`src/rtl/fetch_unit.sv`:
```
// Instruction fetch stage: walks the fetch address, reads program memory
// over a req/ack handshake, and queues {address, opcode} pairs for the
// controller. A redirect flushes the queue and discards any read in flight.
module fetch_unit #(
  parameter int unsigned       ADDR_W    = 16,
  parameter logic [ADDR_W-1:0] RESET_VEC = '0,
  parameter int unsigned       DEPTH     = 2
) (
  input  logic              clk,
  input  logic              rst,
  input  logic              fetch,
  input  logic              jmp,
  input  logic [ADDR_W-1:0] jmp_addr,
  output logic [7:0]        instr,
  output logic              instr_valid,
  output logic [ADDR_W-1:0] pc,
  output logic              mem_req,
  output logic [ADDR_W-1:0] mem_addr,
  input  logic              mem_ack,
  input  logic [7:0]        mem_rdata
);

  localparam int unsigned PTR_W = $clog2(DEPTH);
  localparam int unsigned CNT_W = $clog2(DEPTH + 1);

  typedef enum logic [1:0] {
    S_IDLE  = 2'd0,
    S_WAIT  = 2'd1,
    S_DRAIN = 2'd2
  } state_t;

  state_t            state_q, state_d;
  logic [ADDR_W-1:0] fa_q, fa_d;
  logic [ADDR_W-1:0] mem_addr_d;
  logic              mem_req_d;
  logic              push, pop, flush;

  logic [ADDR_W-1:0] addr_buf [DEPTH];
  logic [7:0]        data_buf [DEPTH];
  logic [PTR_W-1:0]  rd_ptr, wr_ptr;
  logic [CNT_W-1:0]  count;

  // Head-of-queue view; the controller sees the fetch address when empty
  assign instr_valid = (count != '0);
  assign instr       = instr_valid ? data_buf[rd_ptr] : 8'h00;
  assign pc          = instr_valid ? addr_buf[rd_ptr] : fa_q;

  // Any redirect empties the queue; a redirect also blocks a same-cycle pop
  assign flush = jmp;
  assign pop   = fetch & instr_valid & ~jmp;

  // State and request registers
  always_ff @(posedge clk) begin
    if (rst) begin
      state_q  <= S_IDLE;
      fa_q     <= RESET_VEC;
      mem_req  <= 1'b0;
      mem_addr <= RESET_VEC;
    end else begin
      state_q  <= state_d;
      fa_q     <= fa_d;
      mem_req  <= mem_req_d;
      mem_addr <= mem_addr_d;
    end
  end

  // Next-state, fetch address, request and push decisions
  always_comb begin
    state_d    = state_q;
    fa_d       = fa_q;
    mem_req_d  = mem_req;
    mem_addr_d = mem_addr;
    push       = 1'b0;
    unique case (state_q)
      S_IDLE: begin
        if (jmp) begin
          fa_d = jmp_addr;
        end else if (count < CNT_W'(DEPTH)) begin
          mem_addr_d = fa_q;
          mem_req_d  = 1'b1;
          state_d    = S_WAIT;
        end
      end
      S_WAIT: begin
        if (mem_ack) begin
          mem_req_d = 1'b0;
          state_d   = S_IDLE;
          if (jmp) begin
            fa_d = jmp_addr;
          end else begin
            push = 1'b1;
            fa_d = fa_q + ADDR_W'(1);
          end
        end else if (jmp) begin
          fa_d    = jmp_addr;
          state_d = S_DRAIN;
        end
      end
      S_DRAIN: begin
        if (jmp) fa_d = jmp_addr;
        if (mem_ack) begin
          mem_req_d = 1'b0;
          state_d   = S_IDLE;
        end
      end
      default: begin
        mem_req_d = 1'b0;
        state_d   = S_IDLE;
      end
    endcase
  end

  // Queue pointers and occupancy
  always_ff @(posedge clk) begin
    if (rst || flush) begin
      rd_ptr <= '0;
      wr_ptr <= '0;
      count  <= '0;
    end else begin
      if (push) wr_ptr <= wr_ptr + PTR_W'(1);
      if (pop)  rd_ptr <= rd_ptr + PTR_W'(1);
      if (push && !pop)      count <= count + CNT_W'(1);
      else if (pop && !push) count <= count - CNT_W'(1);
    end
  end

  // Queue storage; contents are meaningless while count says empty
  always_ff @(posedge clk) begin
    if (push) begin
      addr_buf[wr_ptr] <= mem_addr;
      data_buf[wr_ptr] <= mem_rdata;
    end
  end

endmodule

```
`config.mk`:
```
export PLATFORM = sky130hd
export DESIGN_NAME = fetch_unit
export DESIGN_NICKNAME = d
export VERILOG_FILES = /design/src/rtl/fetch_unit.sv
export SDC_FILE = /design/constraint.sdc
export NUM_CORES = 1
export LEC_CHECK = 0
export CELL_PAD_IN_SITES_DETAIL_PLACEMENT = 1
export CELL_PAD_IN_SITES_GLOBAL_PLACEMENT = 1
export CORE_ASPECT_RATIO = 1.4
export CORE_MARGIN = 2
export CORE_UTILIZATION = 41
export DETAILED_ROUTE_END_ITERATION = 6
export PLACE_DENSITY_LB_ADDON = 0.2
export SYNTH_ARGS = -nofsm -noshare
export SYNTH_HDL_FRONTEND = slang
export SYNTH_SLANG_ARGS = --single-unit
export TNS_END_PERCENT = 5
```
`constraint.sdc`:
```
create_clock -name clk -period 3.6 [get_ports clk]
set_clock_uncertainty 0.05 [all_clocks]
set_input_delay 0.9 -clock clk [delete_from_list [all_inputs] [get_ports clk]]
set_output_delay 0.9 -clock clk [all_outputs]
set_load 0.02 [all_outputs]
```
# Word-level counts from Yosys, hierarchy flattened
# Memory sizes are Yosys's and may differ from the RTL's. A register that Yosys moved wholly into a read port is not among the register bits.
# Index checks and enable logic that the tools add are counted.
# totals
ff_bits	39
latchBits	0
ramBits	48
rom_bits	0
in_bits	29
out_inout_bits	42
word_cells	66
memories	2
# op_classes
n_addsub	5
n_mul	0
div_mod_pow	0
magnitude_cmp	1
n_eq_ne	7
shifts	0
muxes	27
bitwise	3
n_reduce_logical	14
# memory_table
memory	depth	word_bits	read_ports	rd_ports_with_merged_regs	wr	line_no	rtl
addr_buf	2	16	1	1	1	38	logic [ADDR_W-1:0] addr_buf [DEPTH];
data_buf	2	8	1	1	1	39	logic [7:0] data_buf [DEPTH];
# ops
cell	count
2-to-1 mux 16 bit	4
case mux 16 bit (2 select lines)	1
adder 16 x 1 -> 16 bit, second input constant	1
2-to-1 mux 2 bit	7
2-to-1 mux 1 bit	12
2-to-1 mux 8 bit	1
inequality test 2 bit, second input constant	3
case mux 2 bit (3 select lines)	1
AND reduction 3 bit	2
nonzero test 2 bit	3
AND reduction 4 bit	1
OR reduction 2 bit	2
inequality test 3 bit, second input constant	1
adder 1 bit, second input constant	2
adder 2 x 1 -> 2 bit, second input constant	1
bitwise AND 1 bit	2
== test 2 x 1 -> 1 bit, second input constant	1
== test 2 bit, second input constant	1
logical AND 1 bit	2
logical NOT 1 bit	2
logical NOT 2 bit	1
less-than comparator 2 bit, second input constant	1
inequality test 2 x 1 -> 1 bit, second input constant	1
case mux 1 bit (2 select lines)	1
other kinds (3)	3

# Longest topological paths before layout
# Gate-level depths: netlist of run 1.
# depth
depth_word	7
mapped_depth	9
ltp_nobuf	9

# Worst setup path before layout of run 1
# OpenSTA, ideal clock, no wires.
# synth_timing
kind	input to register
from	input port jmp
to	memory addr_buf[0][0] (enable)
setup_time_ns	0.405
arrival_time_ns	2.398
required_time_ns	3.145
setup_slack_ns	0.747
path_stages	4
n_path_buf	1
cell_sequence	buf_2 -> nor2b_1 -> nand2_1 -> nor2_1
# synth_between
elab_chain_cells	5
# synth_lines
item	line_no	rtl
start, declared	12	input logic jmp,
2-to-1 mux 1 bit	88	if (jmp) begin
2-to-1 mux 1 bit	85	if (mem_ack) begin
2-to-1 mux 1 bit	74	unique case (state_q)
2-to-1 mux 1 bit	129	if (push) begin
2-to-1 mux 1 bit (implied by the code)	130	addr_buf[wr_ptr] <= mem_addr;
end, declared	38	
# Every way passes these cells.

==> results.rst, run 1 <==
.. list-table::
   :header-rows: 1

   * - Metric
     - Value
   * - Outcome
     - finished, final reports clean
   * - Required arrival time at the worst endpoint
     - 2.65 ns
   * - Maximum level of the CTS H-tree
     - 3
   * - Vias in the first global route
     - 3183
   * - Final Cycle Share
     - between 80% and 90%
   * - Clock latency of the later-clocked register in the worst-skew pair
     - 0.34 ns
   * - Total Routed Length
     - between 9 and 10 mm
   * - Endpoints failing hold
     - 0
   * - Final nets
     - 487
   * - Mapped cell area
     - 0.004006 mm2
   * - Width of the die
     - 87.55 um
   * - Unrepaired setup endpoints after global routing
     - no
   * - CTS tree
     - built
   * - Post-Syn Instances
     - 388
   * - Layout cell share with drive strength beyond 1
     - 7.018%
   * - Max stage delay on crit path
     - 0.67 ns
   * - Avg Cell Area, Syn
     - around 10 um2
   * - Hold-fix buffers, CTS
     - 0
   * - Total track usage
     - 19.38%
   * - Post CTS Setup Buffer Count
     - 0
   * - Post-cts gate resize count
     - 0
   * - Hold WC Path Type
     - flop to flop
   * - Clock sinks
     - 88
   * - Async set or reset register ratio after synthesis
     - 0%
   * - Placer Congestion
     - 0.7710
   * - Max-slew violation total from the final report
     - 0
   * - Vias after detailed routing
     - 3112
   * - Deepest clock path buffer count
     - 2
   * - Number of remaining DRC errors
     - 0
   * - Master cell of the clock root buffer
     - clkbuf_16
   * - Total of fill cells in the finished design
     - 1039
   * - Fraction of the yosys area taken by sequential cells
     - 55.97%
   * - Wire length of the first global-routing pass
     - 15.99 mm
   * - Netlist cell types
     - between 40 and 50
   * - Initial cell density of the core
     - 42.35%
   * - Number of buffers inserted during clock tree synthesis
     - 9
   * - Number of antenna cells inserted
     - 0
   * - Worst-path clk slew
     - 0.06 ns
   * - Final std cells w/o fill
     - 566
   * - Count of pins on the block boundary
     - just over 70
   * - Crit Path Category
     - flop to primary output
   * - Floorplan row count
     - 42
   * - Starting DRC count in detailed routing
     - 80
   * - Synth-to-layout area growth
     - 27.61%
   * - Worst path slowest cell
     - clkdlybuf4s50_1
   * - Average routed wire per standard cell
     - 17.51 um
   * - Die outline height
     - 121.0 um
   * - Area of the die
     - 0.01059 mm2
   * - Final setup viols
     - 0
   * - Post-detailed-route count of antenna-violating nets
     - 0
   * - Total power divided by cell area
     - around 470 mW/mm2
   * - Static leakage power
     - 1.729 nW
   * - Largest net degree at the start of global routing
     - 42
   * - Number of maximum-capacitance constraint violations
     - 0
   * - Sum of negative setup slack
     - 0 ns
   * - HPWL after DPL
     - 6.895 mm
   * - Warning count from the yosys run
     - 0
   * - Endpoint type of the worst setup path
     - primary output
   * - Tightest Pin Transition
     - 0.6134 ns
   * - Pre-antenna DRT Iters
     - 4
   * - Prevailing post-synth register cell
     - edfxtp_1
   * - Count of buffer and inverter cells on the critical path
     - 2
   * - Number of nets in the synthesized netlist
     - roughly 420
   * - Worst slew margin relative to its limit
     - 59.11%
   * - Worst endpoint data arrival time
     - 2.18 ns
   * - Number of port buffers
     - 70
   * - Global route overflow
     - 0
   * - Placeable Area
     - 0.009459 mm2
   * - Highest clock frequency the design can meet
     - 319.4 MHz
   * - Antenna violations before repair
     - 0
   * - Via density
     - 5.498
   * - Dominant delay contributor by cell family on the critical path
     - buffers and inverters
   * - Worst path cell trace
     - buf_12 -> mux2i_1 -> o21ai_0 -> clkdlybuf4s50_1
   * - Final Critical Period
     - around 3.1 ns
   * - Type of element launching the critical path
     - flop
   * - CP Max Fanout
     - 19
   * - Number of flip-flops and latches in the synthesized netlist
     - 88
   * - Placed cells
     - 550
   * - VDD IR-drop max
     - about 0.24 mV
   * - Number of flops mapped to enable cells by yosys
     - 48
## cell type report
type                            instances  area, um2  share of cell area, %
Clock buffer                           11      232.7                  4.552
Clock inverter                          5      57.56                  1.126
Inverter                                8      30.03                 0.5874
Multi-Input combinational cell        264       1624                  31.77
Sequential cell                        88       2242                  43.86
Tap cell                              110      137.6                  2.692
Timing Repair Buffer                   80      788.3                  15.42
## synthesized netlist by cell type, types with 2 or more instances
cell type   n  area share [%]
nor3b_1     2            0.37
or3_1       2            0.31
clkbuf_1   18             1.7
nor3_1      9             1.1
edfxtp_1   48              36
a21oi_1    34             4.2
o21ai_0    24             3.0
nand4_1     6            0.94
dfxtp_1    40              20
nand2_1    60             5.6
mux2i_1    29             7.2
and3_1      5            0.78
inv_1       8            0.75
nand3b_1    3            0.56
and4b_1     2            0.50
nor2b_1     8             1.2
nor4_1      4            0.62
a31oi_1     6            0.94
o31a_1      2            0.44
a21o_1      2            0.37
a311oi_1    2            0.44
nor2_1     24             2.2
ha_1        7             2.2
buf_1       2            0.19
nand2b_1    2            0.31
o21a_1      3            0.56
xor2_1      4            0.87
or2_2       2            0.31
o22ai_1     2            0.31
a22oi_1     5            0.94
buf_2       7            0.87
o21bai_1    3            0.56
## per-stage QoR
stage | power (mW) | setup slack [ns] | util [%] | area [um2] | hold slack, ns
after global routing | 2.479 | 0.3903 | 54.05 | 5112 | 0.4648
final | 2.391 | 0.4687 | 54.05 | 5112 | 0.4340
after CTS | 2.413 | 0.4381 | 54.05 | 5112 | 0.4359
after detailed placement | 1.497 | 0.6377 | 50.98 | 4822 | 0.4178
after floorplan | 1.342 | 0.7475 | - | 4006 | 0.4041
after global placement | 1.487 | 0.7531 | 50.98 | 4822 | 0.4086
## final timing paths
| check | from | to | slack [ns] | depth (start not counted) |
|---|---|---|---|---|
| setup reg to reg | count[1] | count[1] | 1.45 | 8 |
| setup / recovery | flop | pc[9] | 0.47 | 4 |
| hold / removal | mem_addr[12] | addr_buf[0][12] | 0.43 | 0 |
| hold reg to reg | mem_addr[12] | addr_buf[0][12] | 0.43 | 0 |
## metal layers
layer  vias to the layer above  routed length (um)  GRT usage [%]
met4                         0                 262          8.077
met1                      1494                4270          23.48
li1                       1527                   -              -
met5                         -                   0              0
met3                        17                 375          3.333
met2                        74                5005          33.43
## cells in the final DEF (no fill, tap or decap), drive strengths merged, types with 2 or more instances in the layout
cell / netlist / layout
clkdlybuf4s50: 0 / 70
nand2: 60 / 60
edfxtp: 48 / 48
dfxtp: 40 / 40
a21oi: 34 / 34
mux2i: 29 / 29
o21ai: 24 / 24
nor2: 24 / 24
clkbuf: 19 / 11
buf: 9 / 10
nor3: 9 / 9
nor2b: 8 / 8
inv: 8 / 8
ha: 7 / 7
nand4: 6 / 6
a31oi: 6 / 6
and3: 5 / 5
a22oi: 5 / 5
nor4: 5 / 5
xor2: 4 / 4
o21bai: 3 / 3
o21a: 3 / 3
nand3b: 3 / 3
or2: 2 / 2
nor3b: 2 / 2
and4b: 2 / 2
nand2b: 2 / 2
o31a: 2 / 2
or3: 2 / 2
a311oi: 2 / 2
o22ai: 2 / 2
a21o: 2 / 2
clkinvlp: 0 / 2
clkinv: 0 / 2
## flip-flops by register name, indices dropped and copies added (netlist names), named ones only
name and flops:
fa_q 16, state_q 2, wr_ptr 1, rd_ptr 1, addr_buf 32, data_buf 16
mem_req 1, mem_addr 16, count 2
## report_power, final
group / total [mW] / switching, mW / internal, mW
logic: 0.331 / 0.181 / 0.150
registers: 1.14 / 0.0424 / 1.10
clock network: 0.918 / 0.381 / 0.537
total: 2.39 / 0.605 / 1.79
## cell families (layout without fill, tap and decap cells)
logic type      count (synthesis)  count (layout)  share of synthesized area [%]
xor+xnor                        4               4                         0.8744
fa+ha+maj                       7               7                          2.186
simple gates                  135             135                          17.02
mux                            29              29                          7.246
flops                          88              88                          55.97
buf+inv                        36             104                          3.623
compound gates                 89              89                          13.09
(Power assumes the default switching activity.)
==> run 2: changes to the inputs <==
CELL_PAD_IN_SITES_DETAIL_PLACEMENT = default   (was 1)
CELL_PAD_IN_SITES_GLOBAL_PLACEMENT = default   (was 1)
CORE_UTILIZATION = 45   (was 41)
==> run 2 against run 1 <==
Effect of this change: register-to-register slack improved by 0.03 ns; total power up 5.1%; worst hold slack gained 0.0062 ns; count of clock-buffer cells in the layout up 1; flip-flop and latch count unchanged; critical path type unchanged; combinational power decreased by 2%; routed wire length shrank 8.8%; design area rose by 0.34%.
==> results.rst, run 2 (synthesized netlist as in run 1, its figures left out) <==
.. list-table::
   :header-rows: 1

   * - Metric
     - Value
   * - Number of remaining DRC errors
     - 0 (unchanged)
   * - Average routed wire per standard cell
     - 16.17 um (was 17.51 um)
   * - Internal power consumption
     - 1.916 mW (was 1.786 mW)
   * - Crit Path Category
     - flop to primary output (unchanged)
   * - Deepest clock path buffer count
     - 2 (unchanged)
   * - Pre-antenna DRT Iters
     - 4 (unchanged)
   * - Worst r2r dst
     - count[1] (unchanged)
   * - Synth-to-layout area growth
     - 28.04% (was 27.61%)
   * - Sum of negative setup slack
     - 0 ns (unchanged)
   * - Net switching power
     - 0.5957 mW (was 0.6051 mW)
   * - Number of maximum-capacitance constraint violations
     - 0 (unchanged)
   * - Worst endpoint data arrival time
     - 2.03 ns (was 2.18 ns)
   * - CP Max Fanout
     - 24 (was 19)
   * - Final Cycle Share
     - 82.90% (was 86.98%)
   * - Hold-fix buffers, CTS
     - 0 (unchanged)
   * - Most frequent cells in the layout
     - clkdlybuf4s50_1 (70), nand2_1 (60), edfxtp_1 (48), dfxtp_1 (40), a21oi_1 (34) (unchanged)
   * - Tightest Pin Transition
     - 0.6884 ns (was 0.6134 ns)
   * - Total track usage
     - 19.39% (was 19.38%)
   * - Hold WC Path Type
     - flop to flop (unchanged)
   * - Post-detailed-route count of antenna-violating nets
     - 0 (unchanged)
   * - Layout cell share with drive strength beyond 1
     - 7.048% (was 7.018%)
   * - Total Routed Length
     - 9.039 mm (was 9.912 mm)
   * - Type of element launching the critical path
     - flop (unchanged)
   * - Width of the die
     - 83.75 um (was 87.55 um)
   * - Worst slew margin relative to its limit
     - 54.11% (was 59.11%)
   * - Global route overflow
     - 0 (unchanged)
   * - Setup slack, reg-to-reg
     - 1.48 ns (was 1.45 ns)
   * - Vias after detailed routing
     - 3080 (was 3112)
   * - Biggest register
     - addr_buf (unchanged)
   * - CTS tree
     - built (unchanged)
   * - Via density
     - 5.510 (was 5.498)
   * - Floorplan row count
     - 40 (was 42)
   * - Wire length of the first global-routing pass
     - 14.90 mm (was 15.99 mm)
   * - Sequential fraction of design power
     - 45.4% (was 47.7%)
   * - Minimum setup slack in the final design
     - 0.6158 ns (was 0.4687 ns)
   * - Initial cell density of the core
     - 46.54% (was 42.35%)
   * - Placer Congestion
     - 0.7862 (was 0.7710)
   * - Outcome
     - finished, final reports clean (unchanged)
   * - Most common library cell in the layout ignoring fill and taps
     - clkdlybuf4s50_1 (unchanged)
   * - Clock sinks
     - 88 (unchanged)
   * - Endpoint type of the worst setup path
     - primary output (unchanged)
   * - Number of antenna cells inserted
     - 0 (unchanged)
   * - Gate power share
     - 12.9% (was 13.8%)
   * - Net switching fraction of the power
     - 23.71% (was 25.31%)
   * - Required arrival time at the worst endpoint
     - 2.65 ns (about the same)
   * - Clock latency of the later-clocked register in the worst-skew pair
     - 0.34 ns (about the same)
   * - Worst flop-to-flop path startpoint
     - count[1] (unchanged)
   * - Endpoints failing hold
     - 0 (unchanged)
   * - Static leakage power
     - 1.751 nW (was 1.729 nW)
   * - Worst-path clk slew
     - 0.06 ns (about the same)
   * - Area of the die
     - 0.009685 mm2 (was 0.01059 mm2)
   * - Die outline height
     - 115.6 um (was 121.0 um)
   * - Max FFs per register
     - 32 (unchanged)
   * - Largest net degree at the start of global routing
     - 42 (unchanged)
   * - Highest clock frequency the design can meet
     - 335.1 MHz (was 319.4 MHz)
   * - Total power divided by cell area
     - 489.6 mW/mm2 (was 467.6 mW/mm2)
   * - Number of cells on the worst reg-to-reg path
     - 8 (unchanged)
   * - Placeable Area
     - 0.008608 mm2 (was 0.009459 mm2)
   * - Clock network power share
     - 41.7% (was 38.4%)
   * - Max-slew violation total from the final report
     - 0 (unchanged)
   * - Final setup viols
     - 0 (unchanged)
   * - Setup slack after placement
     - 0.7520 ns (was 0.6377 ns)
   * - Maximum level of the CTS H-tree
     - 3 (unchanged)
   * - Vias in the first global route
     - 3015 (was 3183)
   * - Number of port buffers
     - 70 (unchanged)
   * - CP Capture Point
     - pc[14] (was pc[9])
   * - Master cell of the clock root buffer
     - clkbuf_16 (unchanged)
   * - Post-cts gate resize count
     - 0 (unchanged)
   * - Post CTS Setup Buffer Count
     - 0 (unchanged)
   * - HPWL after DPL
     - 6.110 mm (was 6.895 mm)
   * - Final Critical Period
     - 2.984 ns (was 3.131 ns)
   * - Unrepaired setup endpoints after global routing
     - no (unchanged)
   * - Count of pins on the block boundary
     - 71 (unchanged)
   * - Starting DRC count in detailed routing
     - 127 (was 80)
   * - Number of buffers inserted during clock tree synthesis
     - 9 (unchanged)
   * - Antenna violations before repair
     - 0 (unchanged)
   * - Final nets
     - 485 (was 487)
   * - VDD IR-drop max
     - 0.3103 mV (was 0.2357 mV)
==> run 2: cell count changes in the layout (fill, tap and decap cells not counted), sizes merged <==
cell,before,now
bufinv,1,2
clkinvlp,2,0
buf,10,8
clkbuf,11,12
==> run 2: how the worst min path moves through the flow <==
stage | startpoint | end | cells past startpoint
after CTS | mem_addr[12] | mem_addr[12] | 2
after global routing | mem_addr[2] | addr_buf[0][2] | 0
after global placement | mem_addr[11] | addr_buf[1][11] | 0
after detailed placement | mem_addr[11] | addr_buf[0][11] | 0
after floorplan | fa_q[13] | mem_addr[13] | 2
final | mem_addr[2] | mem_addr[2] | 2
==> run 2: layer usage <==
layer	vias up	track usage (%)	part of all wire, %	wire length [um]
met5	-	0	0	0
met4	0	8.817	1.8	159
met3	11	3.490	4.5	409
met2	81	33.28	51	4590
met1	1472	23.96	43	3879
li1	1516	-	-	-
==> run 2: worst max-delay path, stage by stage, from the launching register on <==
cell and delay [ns]:
dfxtp_1 0.31, buf_4 0.38, mux2i_1 0.13, o21ai_0 0.21
clkdlybuf4s50_1 0.64
==> run 2: per-stage QoR <==
stage                     cells  hold slack (ns)  utilization [%]  total power, mW  instance area [um2]
after floorplan             388           0.4041                -            1.342                 4006
after global placement      543           0.4090            55.63            1.481                 4788
after detailed placement    543           0.4238            55.63            1.489                 4788
after CTS                   559           0.4479            59.59            2.529                 5130
after global routing        559           0.4605            59.59            2.598                 5130
final                       559           0.4402            59.59            2.512                 5130
==> run 2: final cells by class <==
class	count	area (um2)
sequential	88	2242
inverter	8	30.03
clock buffer	12	267.8
tap	105	131.4
multi-input combinational	264	1624
clock inverter	4	73.82
fill	749	3478
timing repair buffer	78	760.7
==> run 2: power by group through the flow <==
| stage | sequential, mW | combinational, mW | clock (mW) |
|---|---|---|---|
| finish | 1.14 | 0.325 | 1.05 |
| global route | 1.15 | 0.357 | 1.10 |
| CTS | 1.14 | 0.328 | 1.06 |
| detailed placement | 1.16 | 0.327 | 0 |
| global placement | 1.16 | 0.322 | 0 |
| floorplan | 1.16 | 0.185 | 0 |
==> run 3: changes to the inputs <==
clock period = 2.7 ns   (was 3.6 ns; I/O delays follow)
==> run 3 against run 2 <==
Effect of this change: clock power grew 34%; sequential share of layout area decreased by 1.5 points; total power is 35% higher; largest power group unchanged.
==> results.rst, run 3 (synthesized netlist as in run 1, its figures left out) <==
.. list-table::
   :header-rows: 1

   * - Metric
     - Value
   * - Worst flop-to-flop path startpoint
     - state_q[0] (was count[1])
   * - Net switching fraction of the power
     - 23.02% (was 23.71%)
   * - Vias after detailed routing
     - 3111 (was 3080)
   * - Clock network power share
     - 41.6% (was 41.7%)
   * - Number of cells on the worst reg-to-reg path
     - 6 (was 8)
   * - Floorplan row count
     - 40 (unchanged)
   * - Number of remaining DRC errors
     - 0 (unchanged)
   * - Master cell of the clock root buffer
     - clkbuf_16 (unchanged)
   * - Worst endpoint data arrival time
     - 1.86 ns (was 2.03 ns)
   * - Max stage delay on crit path
     - 0.63 ns (was 0.64 ns)
   * - Average routed wire per standard cell
     - 15.90 um (was 16.17 um)
   * - Type of element launching the critical path
     - flop (unchanged)
   * - Number of port buffers
     - 70 (unchanged)
   * - Sum of routed wire segments on met1
     - 4.027 mm (was 3.879 mm)
   * - VDD IR-drop max
     - 0.4171 mV (was 0.3103 mV)
   * - Area of the die
     - 0.009685 mm2 (unchanged)
   * - Max FFs per register
     - 32 (unchanged)
   * - Number of antenna cells inserted
     - 0 (unchanged)
   * - Crit Path Category
     - flop to primary output (unchanged)
   * - Total power divided by cell area
     - 639.5 mW/mm2 (was 489.6 mW/mm2)
   * - Vias in the first global route
     - 3067 (was 3015)
   * - HPWL after DPL
     - 6.291 mm (was 6.110 mm)
   * - Unrepaired setup endpoints after global routing
     - no (unchanged)
   * - Top routing layer in use
     - met4 (unchanged)
   * - Worst path cell trace
     - nor2_2 -> buf_12 -> nand2_1 -> o21ai_0 -> clkdlybuf4s50_1 (was buf_4 -> mux2i_1 -> o21ai_0 -> clkdlybuf4s50_1)
   * - Number of buffers inserted during clock tree synthesis
     - 9 (unchanged)
   * - Most frequent cells in the layout
     - clkdlybuf4s50_1 (61), nand2_1 (60), edfxtp_1 (48), dfxtp_1 (40), a21oi_1 (34) (was clkdlybuf4s50_1 (70), nand2_1 (60), edfxtp_1 (48), dfxtp_1 (40), a21oi_1 (34))
   * - Met3 Wirelength
     - 349 um (was 409 um)
   * - Max-slew violation total from the final report
     - 0 (unchanged)
   * - Hold WC Path Type
     - flop to flop (unchanged)
   * - Outcome
     - finished, final reports clean (unchanged)
   * - Worst Hold Path EP
     - addr_buf[0][11] (was mem_addr[2])
   * - Number of cells on the worst hold path
     - 0 (was 2)
   * - Total track usage
     - 19.67% (was 19.39%)
   * - Post-route cell area
     - 0.005310 mm2 (was 0.005130 mm2)
   * - Highest clock frequency the design can meet
     - 386.5 MHz
   * - Cell Area, Placed
     - 0.004941 mm2 (was 0.004788 mm2)
   * - Clock latency of the later-clocked register in the worst-skew pair
     - 0.34 ns (about the same)
   * - Count of pins on the block boundary
     - 71 (unchanged)
   * - Wire length of the first global-routing pass
     - 15.01 mm (was 14.90 mm)
   * - Endpoint type of the worst setup path
     - primary output (unchanged)
   * - Sequential fraction of design power
     - 44.4% (was 45.4%)
   * - Placer Congestion
     - 0.8886 (was 0.7862)
   * - Starting DRC count in detailed routing
     - 154 (was 127)
   * - Final Cycle Share
     - 95.82%
   * - Biggest register
     - addr_buf (unchanged)
   * - Gate power share
     - 14.0% (was 12.9%)
   * - Placeable Area
     - 0.008608 mm2 (unchanged)
   * - Setup slack, reg-to-reg
     - 0.60 ns (was 1.48 ns)
   * - Internal power consumption
     - 2.614 mW (was 1.916 mW)
   * - Worst slew margin relative to its limit
     - 60.52% (was 54.11%)
   * - Final setup viols
     - 0 (unchanged)
   * - Routed met2 length
     - 4.513 mm (was 4.590 mm)
   * - Clock sinks
     - 88 (unchanged)
   * - Final nets
     - 497 (was 485)
   * - Worst r2r dst
     - fa_q[11] (was count[1])
   * - Pre-antenna DRT Iters
     - 4 (unchanged)
   * - Synth-to-layout area growth
     - 32.54% (was 28.04%)
   * - Antenna violations before repair
     - 0 (unchanged)
   * - Die outline height
     - 115.6 um (unchanged)
   * - Maximum level of the CTS H-tree
     - 3 (unchanged)
   * - Deepest clock path buffer count
     - 2 (unchanged)
   * - Initial cell density of the core
     - 46.54% (unchanged)
   * - Endpoints failing hold
     - 0 (unchanged)
   * - Global route overflow
     - 0 (unchanged)
   * - Tightest Pin Transition
     - 0.5923 ns (was 0.6884 ns)
   * - Layout cell share with drive strength beyond 1
     - 9.442% (was 7.048%)
   * - Static leakage power
     - 1.969 nW (was 1.751 nW)
   * - CTS tree
     - built (unchanged)
   * - Sum of negative setup slack
     - 0 ns (unchanged)
   * - Post CTS Setup Buffer Count
     - 0 (unchanged)
   * - Required arrival time at the worst endpoint
     - 1.98 ns (was 2.65 ns)
   * - Via density
     - 5.448 (was 5.510)
   * - Final core occ
     - 61.69% (was 59.59%)
   * - Most common library cell in the layout ignoring fill and taps
     - clkdlybuf4s50_1 (unchanged)
   * - Width of the die
     - 83.75 um (unchanged)
   * - Number of maximum-capacitance constraint violations
     - 0 (unchanged)
   * - Post-detailed-route count of antenna-violating nets
     - 0 (unchanged)
   * - Worst path slowest cell
     - clkdlybuf4s50_1 (unchanged)
   * - Total Routed Length
     - 9.078 mm (was 9.039 mm)
   * - Net switching power
     - 0.7817 mW (was 0.5957 mW)
   * - Final Critical Period
     - 2.587 ns
   * - CP Max Fanout
     - 41 (was 24)
   * - Hold wc startpoint
     - mem_addr[11] (was mem_addr[2])
   * - Largest net degree at the start of global routing
     - 42 (unchanged)
   * - Worst-path clk slew
     - 0.06 ns (about the same)
## run 3: power by group through the flow
stage | logic [mW] | registers (mW) | clock network, mW
3_3_place_gp | 0.474 | 1.53 | 0
6_report | 0.475 | 1.51 | 1.41
4_1_cts | 0.483 | 1.51 | 1.44
2_1_floorplan | 0.247 | 1.54 | 0
5_1_grt | 0.521 | 1.51 | 1.49
3_5_place_dp | 0.480 | 1.54 | 0
## run 3: cell type report
| type | count | area (um2) |
|---|---|---|
| Timing Repair Buffer | 90 | 935.9 |
| Fill cell | 725 | 3298 |
| Tap cell | 105 | 131.4 |
| Clock inverter | 5 | 103.9 |
| Inverter | 8 | 30.03 |
| Clock buffer | 11 | 242.7 |
| Sequential cell | 88 | 2242 |
| Multi-Input combinational cell | 264 | 1624 |
## run 3: routing by layer
layer | vias to the layer above | global-route usage, %
met4 | 0 | 9.247
met2 | 67 | 33.17
met1 | 1494 | 24.56
met5 | - | 0
li1 | 1540 | -
met3 | 10 | 3.775
## run 3: how the worst max path moves through the flow
stage	endpoint	start	slack, ns	cells after the start
after floorplan	addr_buf[0][0]	jmp	0.07	4
after global placement	fa_q[9]	mem_ack	0.22	5
after detailed placement	fa_q[11]	mem_ack	0.18	5
after CTS	pc[10]	count[1]	0.04	5
after global routing	pc[8]	count[1]	0.003	5
final	pc[6]	count[1]	0.11	5
## run 3: critical path: cells and delay by family, from the launching register on
kind	cells	cell delay (ns)
and+or+nand+nor	2	0.23
AOI/OAI and AO/OA	1	0.08
DFF	1	0.36
buffers and inverters	2	0.83
## run 3: timing repair
| item | 4_1_cts | 5_1_grt |
|---|---|---|
| hold buffers | 0 | 0 |
| setup endpoints to repair | 0 | 9 |
| hold endpoints to repair | 0 | 0 |
| gates resized for setup | 0 | 9 |
## run 3: per-stage QoR
step | cells | setup WS [ns] | power [mW] | hold slack, ns
after floorplan | 388 | 0.07249 | 1.790 | 0.4041
after global placement | 555 | 0.2219 | 2.006 | 0.4094
after detailed placement | 555 | 0.1831 | 2.016 | 0.4184
after CTS | 571 | 0.04434 | 3.426 | 0.4314
after global routing | 571 | 0.002590 | 3.524 | 0.4539
final | 571 | 0.1128 | 3.396 | 0.4304
